## src/rtl/ifetch_queue_if.sv

```systemverilog
// Fetch-unit bundle: xbus read request/response toward instruction memory
// plus the valid/ready instruction stream toward decode.
interface ifetch_queue_if;
    logic        xbus_cs;
    logic        xbus_we;
    logic [3:0]  xbus_be;
    logic [31:0] xbus_addr;
    logic [31:0] xbus_wdata;
    logic [31:0] xbus_rdata;
    logic        xbus_ready;
    logic        inst_valid;
    logic [31:0] inst_data;
    logic [31:0] inst_pc;
    logic        inst_ready;

    modport master (
        output xbus_cs, xbus_we, xbus_be, xbus_addr, xbus_wdata,
        input  xbus_rdata, xbus_ready,
        output inst_valid, inst_data, inst_pc,
        input  inst_ready
    );

    modport slave (
        input  xbus_cs, xbus_we, xbus_be, xbus_addr, xbus_wdata,
        output xbus_rdata, xbus_ready,
        input  inst_valid, inst_data, inst_pc,
        output inst_ready
    );
endinterface

```

## src/rtl/ifetch_queue.sv

```systemverilog
// Instruction-fetch front end: sequential xbus word fetches into a small
// FIFO drained by decode; redirects flush the queue and restart fetch.
module ifetch_queue #(
    parameter logic [31:0] RESET_PC = 32'h0000_0000,
    parameter int          DEPTH    = 4
) (
    input  logic        clk,
    input  logic        rst,
    input  logic        fetch_en,
    input  logic        redirect_valid,
    input  logic [31:0] redirect_pc,
    ifetch_queue_if.master bus
);
    localparam int PTR_W = $clog2(DEPTH);
    localparam int CNT_W = PTR_W + 1;
    localparam logic [CNT_W-1:0] FULL = CNT_W'(DEPTH);

    typedef enum logic [1:0] {IDLE, FETCH, HOLD} state_t;

    state_t             state_q, state_d;
    logic [31:0]        fetch_pc_q, fetch_pc_d;
    logic [PTR_W-1:0]   rd_ptr_q, rd_ptr_d;
    logic [PTR_W-1:0]   wr_ptr_q, wr_ptr_d;
    logic [CNT_W-1:0]   count_q, count_d;
    logic [63:0]        mem_q [DEPTH];
    logic               push;
    logic               pop;

    // Redirect gates the request combinationally so nothing is pushed during a flush.
    assign bus.xbus_cs    = (state_q == FETCH) && !redirect_valid;
    assign bus.xbus_we    = 1'b0;
    assign bus.xbus_be    = 4'hF;
    assign bus.xbus_addr  = fetch_pc_q;
    assign bus.xbus_wdata = 32'h0;

    assign push = bus.xbus_cs && bus.xbus_ready;
    assign pop  = bus.inst_valid && bus.inst_ready && !redirect_valid;

    assign bus.inst_valid = (count_q != '0);
    assign {bus.inst_pc, bus.inst_data} = bus.inst_valid ? mem_q[rd_ptr_q] : 64'h0;

    always_comb begin
        state_d    = state_q;
        fetch_pc_d = fetch_pc_q;
        rd_ptr_d   = rd_ptr_q;
        wr_ptr_d   = wr_ptr_q;
        count_d    = count_q;
        if (redirect_valid) begin
            fetch_pc_d = redirect_pc & 32'hFFFF_FFFC;
            rd_ptr_d   = '0;
            wr_ptr_d   = '0;
            count_d    = '0;
            state_d    = fetch_en ? FETCH : IDLE;
        end else begin
            if (push) begin
                wr_ptr_d   = wr_ptr_q + PTR_W'(1);
                fetch_pc_d = fetch_pc_q + 32'd4;
            end
            if (pop) begin
                rd_ptr_d = rd_ptr_q + PTR_W'(1);
            end
            count_d = count_q + CNT_W'(push) - CNT_W'(pop);
            // Every state shares one exit rule: park when disabled, hold when full.
            case (state_q)
                IDLE, FETCH, HOLD: begin
                    if (!fetch_en)           state_d = IDLE;
                    else if (count_d == FULL) state_d = HOLD;
                    else                     state_d = FETCH;
                end
                default: state_d = IDLE;
            endcase
        end
    end

    always_ff @(posedge clk or posedge rst) begin
        if (rst) begin
            state_q    <= IDLE;
            fetch_pc_q <= RESET_PC;
            rd_ptr_q   <= '0;
            wr_ptr_q   <= '0;
            count_q    <= '0;
        end else begin
            state_q    <= state_d;
            fetch_pc_q <= fetch_pc_d;
            rd_ptr_q   <= rd_ptr_d;
            wr_ptr_q   <= wr_ptr_d;
            count_q    <= count_d;
        end
    end

    always_ff @(posedge clk) begin
        if (push) begin
            mem_q[wr_ptr_q] <= {fetch_pc_q, bus.xbus_rdata};
        end
    end
endmodule

```

## src/flat_wrapper.sv

```systemverilog
// flat-port wrapper written by rule: the top's interface ports become plain ports
module ifetch_queue_flat 
#(
    parameter logic [31:0] RESET_PC = 32'h0000_0000,
    parameter int          DEPTH    = 4
)
  (clk, rst, fetch_en, redirect_valid, redirect_pc, bus_xbus_cs, bus_xbus_we, bus_xbus_be, bus_xbus_addr, bus_xbus_wdata, bus_xbus_rdata, bus_xbus_ready, bus_inst_valid, bus_inst_data, bus_inst_pc, bus_inst_ready);
  ifetch_queue_if bus_i ();
  input  logic clk;
  input  logic rst;
  input  logic fetch_en;
  input  logic redirect_valid;
  input  logic [31:0] redirect_pc;
  output wire logic [$bits(bus_i.xbus_cs)-1:0] bus_xbus_cs;
  output wire logic [$bits(bus_i.xbus_we)-1:0] bus_xbus_we;
  output wire logic [$bits(bus_i.xbus_be)-1:0] bus_xbus_be;
  output wire logic [$bits(bus_i.xbus_addr)-1:0] bus_xbus_addr;
  output wire logic [$bits(bus_i.xbus_wdata)-1:0] bus_xbus_wdata;
  input wire logic [$bits(bus_i.xbus_rdata)-1:0] bus_xbus_rdata;
  input wire logic [$bits(bus_i.xbus_ready)-1:0] bus_xbus_ready;
  output wire logic [$bits(bus_i.inst_valid)-1:0] bus_inst_valid;
  output wire logic [$bits(bus_i.inst_data)-1:0] bus_inst_data;
  output wire logic [$bits(bus_i.inst_pc)-1:0] bus_inst_pc;
  input wire logic [$bits(bus_i.inst_ready)-1:0] bus_inst_ready;
  assign bus_xbus_cs = bus_i.xbus_cs;
  assign bus_xbus_we = bus_i.xbus_we;
  assign bus_xbus_be = bus_i.xbus_be;
  assign bus_xbus_addr = bus_i.xbus_addr;
  assign bus_xbus_wdata = bus_i.xbus_wdata;
  assign bus_i.xbus_rdata = bus_xbus_rdata;
  assign bus_i.xbus_ready = bus_xbus_ready;
  assign bus_inst_valid = bus_i.inst_valid;
  assign bus_inst_data = bus_i.inst_data;
  assign bus_inst_pc = bus_i.inst_pc;
  assign bus_i.inst_ready = bus_inst_ready;
  ifetch_queue #(.RESET_PC(RESET_PC), .DEPTH(DEPTH)) u_core (.clk(clk), .rst(rst), .fetch_en(fetch_en), .redirect_valid(redirect_valid), .redirect_pc(redirect_pc), .bus(bus_i));
endmodule
```

## config.mk

```make
export PLATFORM = sky130hd
export DESIGN_NAME = ifetch_queue_flat
export DESIGN_NICKNAME = d
export VERILOG_FILES = /design/src/rtl/ifetch_queue_if.sv /design/src/rtl/ifetch_queue.sv /design/src/flat_wrapper.sv
export SDC_FILE = /design/constraint.sdc
export NUM_CORES = 1
export LEC_CHECK = 0
export BUFFER_PORTS_ARGS = -buffer_cell sky130_fd_sc_hd__buf_2
export CAP_MARGIN = 20
export CORE_UTILIZATION = 40
export CTS_BUF_LIST = sky130_fd_sc_hd__clkbuf_8
export CTS_CLUSTER_DIAMETER = 40
export DETAILED_ROUTE_END_ITERATION = 12
export GPL_TIMING_DRIVEN = 1
export PLACE_DENSITY = 0.71
export SLEW_MARGIN = 20
export SYNTH_ARGS = -nofsm -noshare
export SYNTH_HDL_FRONTEND = slang
export SYNTH_SLANG_ARGS = --single-unit
```

## constraint.sdc

```tcl
create_clock -name clk -period 3.78 [get_ports clk]
set_input_delay 0.378 -clock clk [delete_from_list [all_inputs] [get_ports clk]]
set_output_delay 0.378 -clock clk [all_outputs]
set_load 0.01 [all_outputs]
```

Word-level counts from Yosys, hierarchy flattened
Memory sizes are Yosys's and may differ from the RTL's.
Index checks and enable logic that the tools add are counted.
{"block": "word_totals", "reg_bits": 41, "ram_bits": 256, "elab_cells": 39, "n_memories": 1}
{"block": "op_classes", "n_addsub": 5, "eq_ne": 3, "mux": 15, "reduce_logical": 10}
{"name": "u_core.mem_q", "depth": 4, "width": 64, "read_ports": 1, "rd_ports_with_merged_regs": 0, "wr": 1, "line_no": "ifetch_queue.sv:25", "rtl": "logic [63:0] mem_q [DEPTH];"}
{"operator": "$mux W32", "count": 2}
{"operator": "$mux W64", "count": 1}
{"operator": "$add A32 B3 Y32 const B", "count": 1}
{"operator": "$mux W2", "count": 8}
{"operator": "$add A2 B1 Y2 const B", "count": 2}
{"operator": "$logic_and A1 B1 Y1", "count": 4}
{"operator": "$reduce_bool A2 Y1", "count": 2}
{"operator": "$add A3 B1 Y3", "count": 1}
{"operator": "$eq A3 B3 Y1 const B", "count": 1}
{"operator": "$mux W1", "count": 3}
{"operator": "$mux W3", "count": 1}
{"operator": "$reduce_bool A3 Y1", "count": 1}
{"operator": "$reduce_or A3 Y1", "count": 1}
{"operator": "$sub A3 B1 Y3", "count": 1}
{"operator": "$eq A2 B1 Y1 const B", "count": 1}
{"operator": "$eq A2 B2 Y1 const B", "count": 1}
{"operator": "$logic_not A2 Y1", "count": 1}
{"operator": "$logic_not A1 Y1", "count": 1}

Depth between registers and ports, before layout
{"block": "depth", "depth_word": 10, "mapped_depth": 12, "ltp_nobuf": 11}

Least setup slack after synthesis
No wires, ideal clock.
{"block": "synth_timing", "path_type": "flip-flop to flip-flop", "from": "register u_core.state_q[1]", "to": "memory u_core.mem_q[0][0], enable pin", "setup_ns": 0.427, "arrival_ns": 2.315, "setup_slack_ns": 1.038, "path_stages_with_launch": 4, "path_buffers": 1, "path_cell_list": "dfrtp_1 -> and4bb_2 -> buf_2 -> and2_1"}
{"block": "synth_via", "elab_chain_len": 5}
{"item": "start: declaration", "line_no": "ifetch_queue.sv:20", "rtl": "state_t state_q, state_d;"}
{"item": "start signal: assignment", "line_no": "ifetch_queue.sv:83", "rtl": "state_q <= state_d;"}
{"item": "$eq A2 B1 Y1", "line_no": "ifetch_queue.sv:30", "rtl": "assign bus.xbus_cs = (state_q == FETCH) && !redirect_valid;"}
{"item": "$logic_and A1 B1 Y1", "line_no": "ifetch_queue.sv:30"}
{"item": "$logic_and A1 B1 Y1", "line_no": "ifetch_queue.sv:36", "rtl": "assign push = bus.xbus_cs && bus.xbus_ready;"}
{"item": "$mux W1", "line_no": "ifetch_queue.sv:92", "rtl": "if (push) begin"}
{"item": "$mux W1 (not written as such)", "line_no": "ifetch_queue.sv:93", "rtl": "mem_q[wr_ptr_q] <= {fetch_pc_q, bus.xbus_rdata};"}
{"item": "end: declaration", "line_no": "ifetch_queue.sv:25"}
Every way passes these cells.

Worst setup path after layout
{"block": "layout_timing", "from": "register u_core.rd_ptr_q[0]", "to": "output port bus_inst_data[4]"}
{"block": "layout_via", "elab_chain_len": 2}
{"item": "start: declaration", "line_no": "ifetch_queue.sv:22", "rtl": "logic [PTR_W-1:0] rd_ptr_q, rd_ptr_d;"}
{"item": "start signal: assignment", "line_no": "ifetch_queue.sv:85", "rtl": "rd_ptr_q <= rd_ptr_d;"}
{"item": "$mem_v2 Z4 W64"}
{"item": "$mux W64", "line_no": "ifetch_queue.sv:40", "rtl": "assign {bus.inst_pc, bus.inst_data} = bus.inst_valid ? mem_q[rd_ptr_q] : 64'h0;"}
{"item": "end: declaration", "line_no": "flat_wrapper.sv:22", "rtl": "output wire logic [$bits(bus_i.inst_data)-1:0] bus_inst_data;"}
Every way passes these cells.

==> impl_results.md <==
- Net switching power: 2.38 mW
- Worst hold path startpoint: bus_xbus_rdata[30]
- Post-synth design cell area: 12000 um^2
- Worst setup path startpoint: u_core.rd_ptr_q[0]$_DFFE_PP0P_
- Initial antenna violation count: 1
- Cell leakage power: 5.13 nW
- Chip Width: 175 um
- Combinational fraction of design power: 0.229
- Internal: 5.79 mW
- Outcome: finished, final reports clean
- Ys Warns: 0
- Worst Path Buf+Inv: 2
- Final setup violation count: 0
- Grt total ovfl: 0
- Core Area: 29600 um^2
- Nets@finish: 969
- Antenna Cells: 0
- Design area: 14100 um^2
- Largest net degree at the start of global routing: 65
- CTS tree: yes
- Worst-path clk slew: 60 ps
- Met1 usage: 0.223
- Maxcap violations: 0
- Sw Ratio: 0.291
- DR DRC count: 0
- Filler cells: 2645
- Cell variety after synth: 45
- Starting Density: 0.406
- Sequential cell area: 8430 um^2
- # resized after CTS: 0
- CP delay by family, top: flip-flops
- Max-slew violation count: 0
- HP Class: in2reg
- Wire length per cell: 19.6 um
- Clock network fraction of total power: 0.302
- Cells after Synth: approximately 700
- Sequential power share: 0.469
- Fin Clk Skew: around 29 ps
- Grt peak-use layer: met2
- Area post-placement: 13100 um^2
- FF+latch count, synth: 287
- CP max stage cell: dfrtp_4
- Num CTS Buffers: 50
- VDD IR max: 391 uV
- Measured slew at the worst slew-check pin: 1050 ps
- Port Buffers: 161
- Endpoint type of the worst setup path: output port
- CTS sink cnt: roughly 290
- Fin crit share: 0.748
- Critical Path Start Type: register
- Root Driver: clkbuf_8
- Multi-input gate area: about 3200 um^2
- Io pins: 205
- Global-route wire length before repair: 40000 um
- P&R area growth vs syn: 17.1%
- Slew headroom: 0.302
- Die Height: 175 um
- Crit path arrival time: ~2500 ps
- GP Congestion: around 0.75
- Max incr delay on CP: 620 ps
- Drt pass-1 iters: 5
- Clk buf depth: 3
- Met2 Usage GRT: 0.281
- Crit path time final: 2830 ps
- Vias/cell: 5.12
- Post-DP HPWL: 15500 um
- Share of layout cells above drive strength 1: 0.329
- First DRT Iteration DRCs: 478
- DR vias: slightly below 7000
- CP Class: reg2out
- Reg-to-reg startpoint: u_core.count_q[1]$_DFF_PP0_
- Crit-path max FO: 17
- Clock latency on the worst-skew pair: 550 ps
- Crit path cell chain: buf_4 -> mux4_2 -> and2_1 -> buf_2
- CP required: 3400 ps
- Row count: 63
- Final hold vios: 0
- Post-route antenna net violation count: 0
- Syn avg cell area: 17.1 um^2
- GR Layer Usage met3: 0.0433
- Unrepaired setup endpoints after global routing: false
- WHS: approximately 50 ps
- Total die area: 30800 um^2
- Seq/Total Area, Yosys: 0.700
- Setup Total Neg Slack: 0 ps
- Max Freq: 0.354 GHz
- GRT Util Overall: 0.170
- # H-tree levels: 2
- Vias in the first global route: ~7000
- Pwr dens: 580 nW/um^2
- Final wirelength: 25900 um
Yosys cell counts, drive strengths merged:
master	n	area share
a21oi	1	0.00042
a22oi	1	0.00062
a311oi	1	0.00073
a31oi	11	0.0057
and2	67	0.035
and3	7	0.0036
and3b	1	0.00073
and4	4	0.0029
and4bb	1	0.0010
buf	61	0.035
clkbuf	19	0.0059
conb	2	0.00062
dfrtp	39	0.081
edfxtp	248	0.62
fa	1	0.0017
ha	7	0.0073
inv	12	0.0037
mux2	1	0.00094
mux2i	1	0.00083
mux4	62	0.12
nand2	37	0.012
nand3	14	0.0069
nand3b	2	0.0012
nand4	13	0.0085
nor2	17	0.0053
nor2b	2	0.0010
nor3	2	0.00083
nor3b	1	0.00062
nor4	1	0.00052
nor4b	2	0.0015
o211ai	7	0.0044
o21ai	11	0.0046
o311ai	4	0.0029
o31ai	12	0.0075
o41a	1	0.00094
or3	4	0.0021
or4	12	0.0075
xnor2	5	0.0036
xor2	8	0.0058
metrics by stage:
stage / cells / setup slack [ps] / total power [mW] / utilization
6_report: 1319 / 953 / 8.17 / 0.475
5_1_grt: 1319 / 786 / 8.60 / 0.475
4_1_cts: 1319 / 861 / 8.31 / 0.475
3_5_place_dp: 1222 / 1040 / 5.82 / 0.443
3_3_place_gp: 1222 / 1090 / 5.79 / 0.443
2_1_floorplan: 741 / 1040 / 5.10 / -
cells in the final DEF, fill, tap and decap left out, types with 2 or more instances in the layout:
| cell type | synthesis | layout |
|---|---|---|
| a31oi_1 | 11 | 11 |
| and2_1 | 67 | 63 |
| and2_4 | 0 | 4 |
| and3_1 | 7 | 7 |
| and4_1 | 4 | 4 |
| buf_12 | 0 | 5 |
| buf_2 | 13 | 161 |
| buf_4 | 43 | 5 |
| clkbuf_8 | 0 | 51 |
| clkinv_1 | 0 | 6 |
| clkinv_2 | 0 | 4 |
| clkinv_4 | 0 | 4 |
| clkinvlp_4 | 0 | 2 |
| conb_1 | 2 | 41 |
| dfrtp_1 | 39 | 37 |
| dfrtp_4 | 0 | 2 |
| dlygate4sd3_1 | 0 | 7 |
| edfxtp_1 | 248 | 248 |
| ha_1 | 7 | 7 |
| inv_1 | 12 | 35 |
| mux4_2 | 62 | 62 |
| nand2_1 | 37 | 37 |
| nand3_1 | 13 | 13 |
| nand3b_1 | 2 | 2 |
| nand4_1 | 11 | 11 |
| nor2_1 | 17 | 17 |
| nor2b_1 | 2 | 2 |
| nor3_1 | 2 | 2 |
| nor4b_1 | 2 | 2 |
| o211ai_1 | 7 | 7 |
| o21ai_0 | 11 | 11 |
| o311ai_0 | 4 | 4 |
| o31ai_1 | 12 | 12 |
| or3_1 | 4 | 3 |
| or4_1 | 12 | 12 |
| xnor2_1 | 5 | 5 |
| xor2_1 | 8 | 8 |
final timing paths:
kind                                                   endpoint  slack (ps)  cells past startpoint
hold / removal                    u_core.mem_q[2][30]$_DFFE_PP_          50                      1
setup / recovery                               bus_inst_data[4]         950                      4
min in group asynchronous  u_core.bus.xbus_addr[17]$_DFFE_PP0N_         530                      3
setup reg to reg                    u_core.state_q[1]$_DFF_PP0_        1040                     11
hold reg to reg                     u_core.state_q[0]$_DFF_PP0_         560                      1
max in group asynchronous           u_core.count_q[1]$_DFF_PP0_        2450                      4
final cells by class:
cell class	count	area share
clock inverters	39	0.0127
clock buffers	51	0.0498
multi-input cells	362	0.229
inverters	12	0.00320
flip-flops and latches	287	0.598
repair buffers	178	0.0719
well taps	390	0.0346
state kept, by name, summed over array words and instances (netlist names):
name and flops:
u_core.bus.xbus_addr 30, u_core.rd_ptr_q 2, u_core.mem_q 248, u_core.count_q 3, u_core.wr_ptr_q 2, u_core.state_q 2
metal layers:
metal  up-vias  wire [um]  share of wire
li1       3050          -              -
met1      3408      11200           0.43
met2       240      12500           0.48
met3        55       1660          0.064
met4         2        534          0.021
met5         -         13        0.00050
logic make-up after synthesis:
logic type,after synthesis,share of synthesized area
AOI/OAI and AO/OA,49,0.0278
xor gates and xnor gates,13,0.00946
adders and majority gates,8,0.00894
buffers and inverters,92,0.0447
DFF,287,0.700
muxes,64,0.118
other,2,0.000624
and+or+nand+nor,187,0.0907
what timing repair did:
item | CTS | global route
hold buffers | 7 | 0
endpoints found under the hold margin | 24 | 0
setup buffers | 0 | 0
power groups by stage:
stage | sequential (mW) | combinational [mW] | clock (mW)
detailed placement | 3.90 | 1.91 | 0
CTS | 3.84 | 1.92 | 2.54
finish | 3.84 | 1.87 | 2.47
floorplan | 3.80 | 1.31 | 0
global route | 3.86 | 2.06 | 2.68
global placement | 3.89 | 1.90 | 0
No activity file was read; power rests on OpenSTA's default activity.
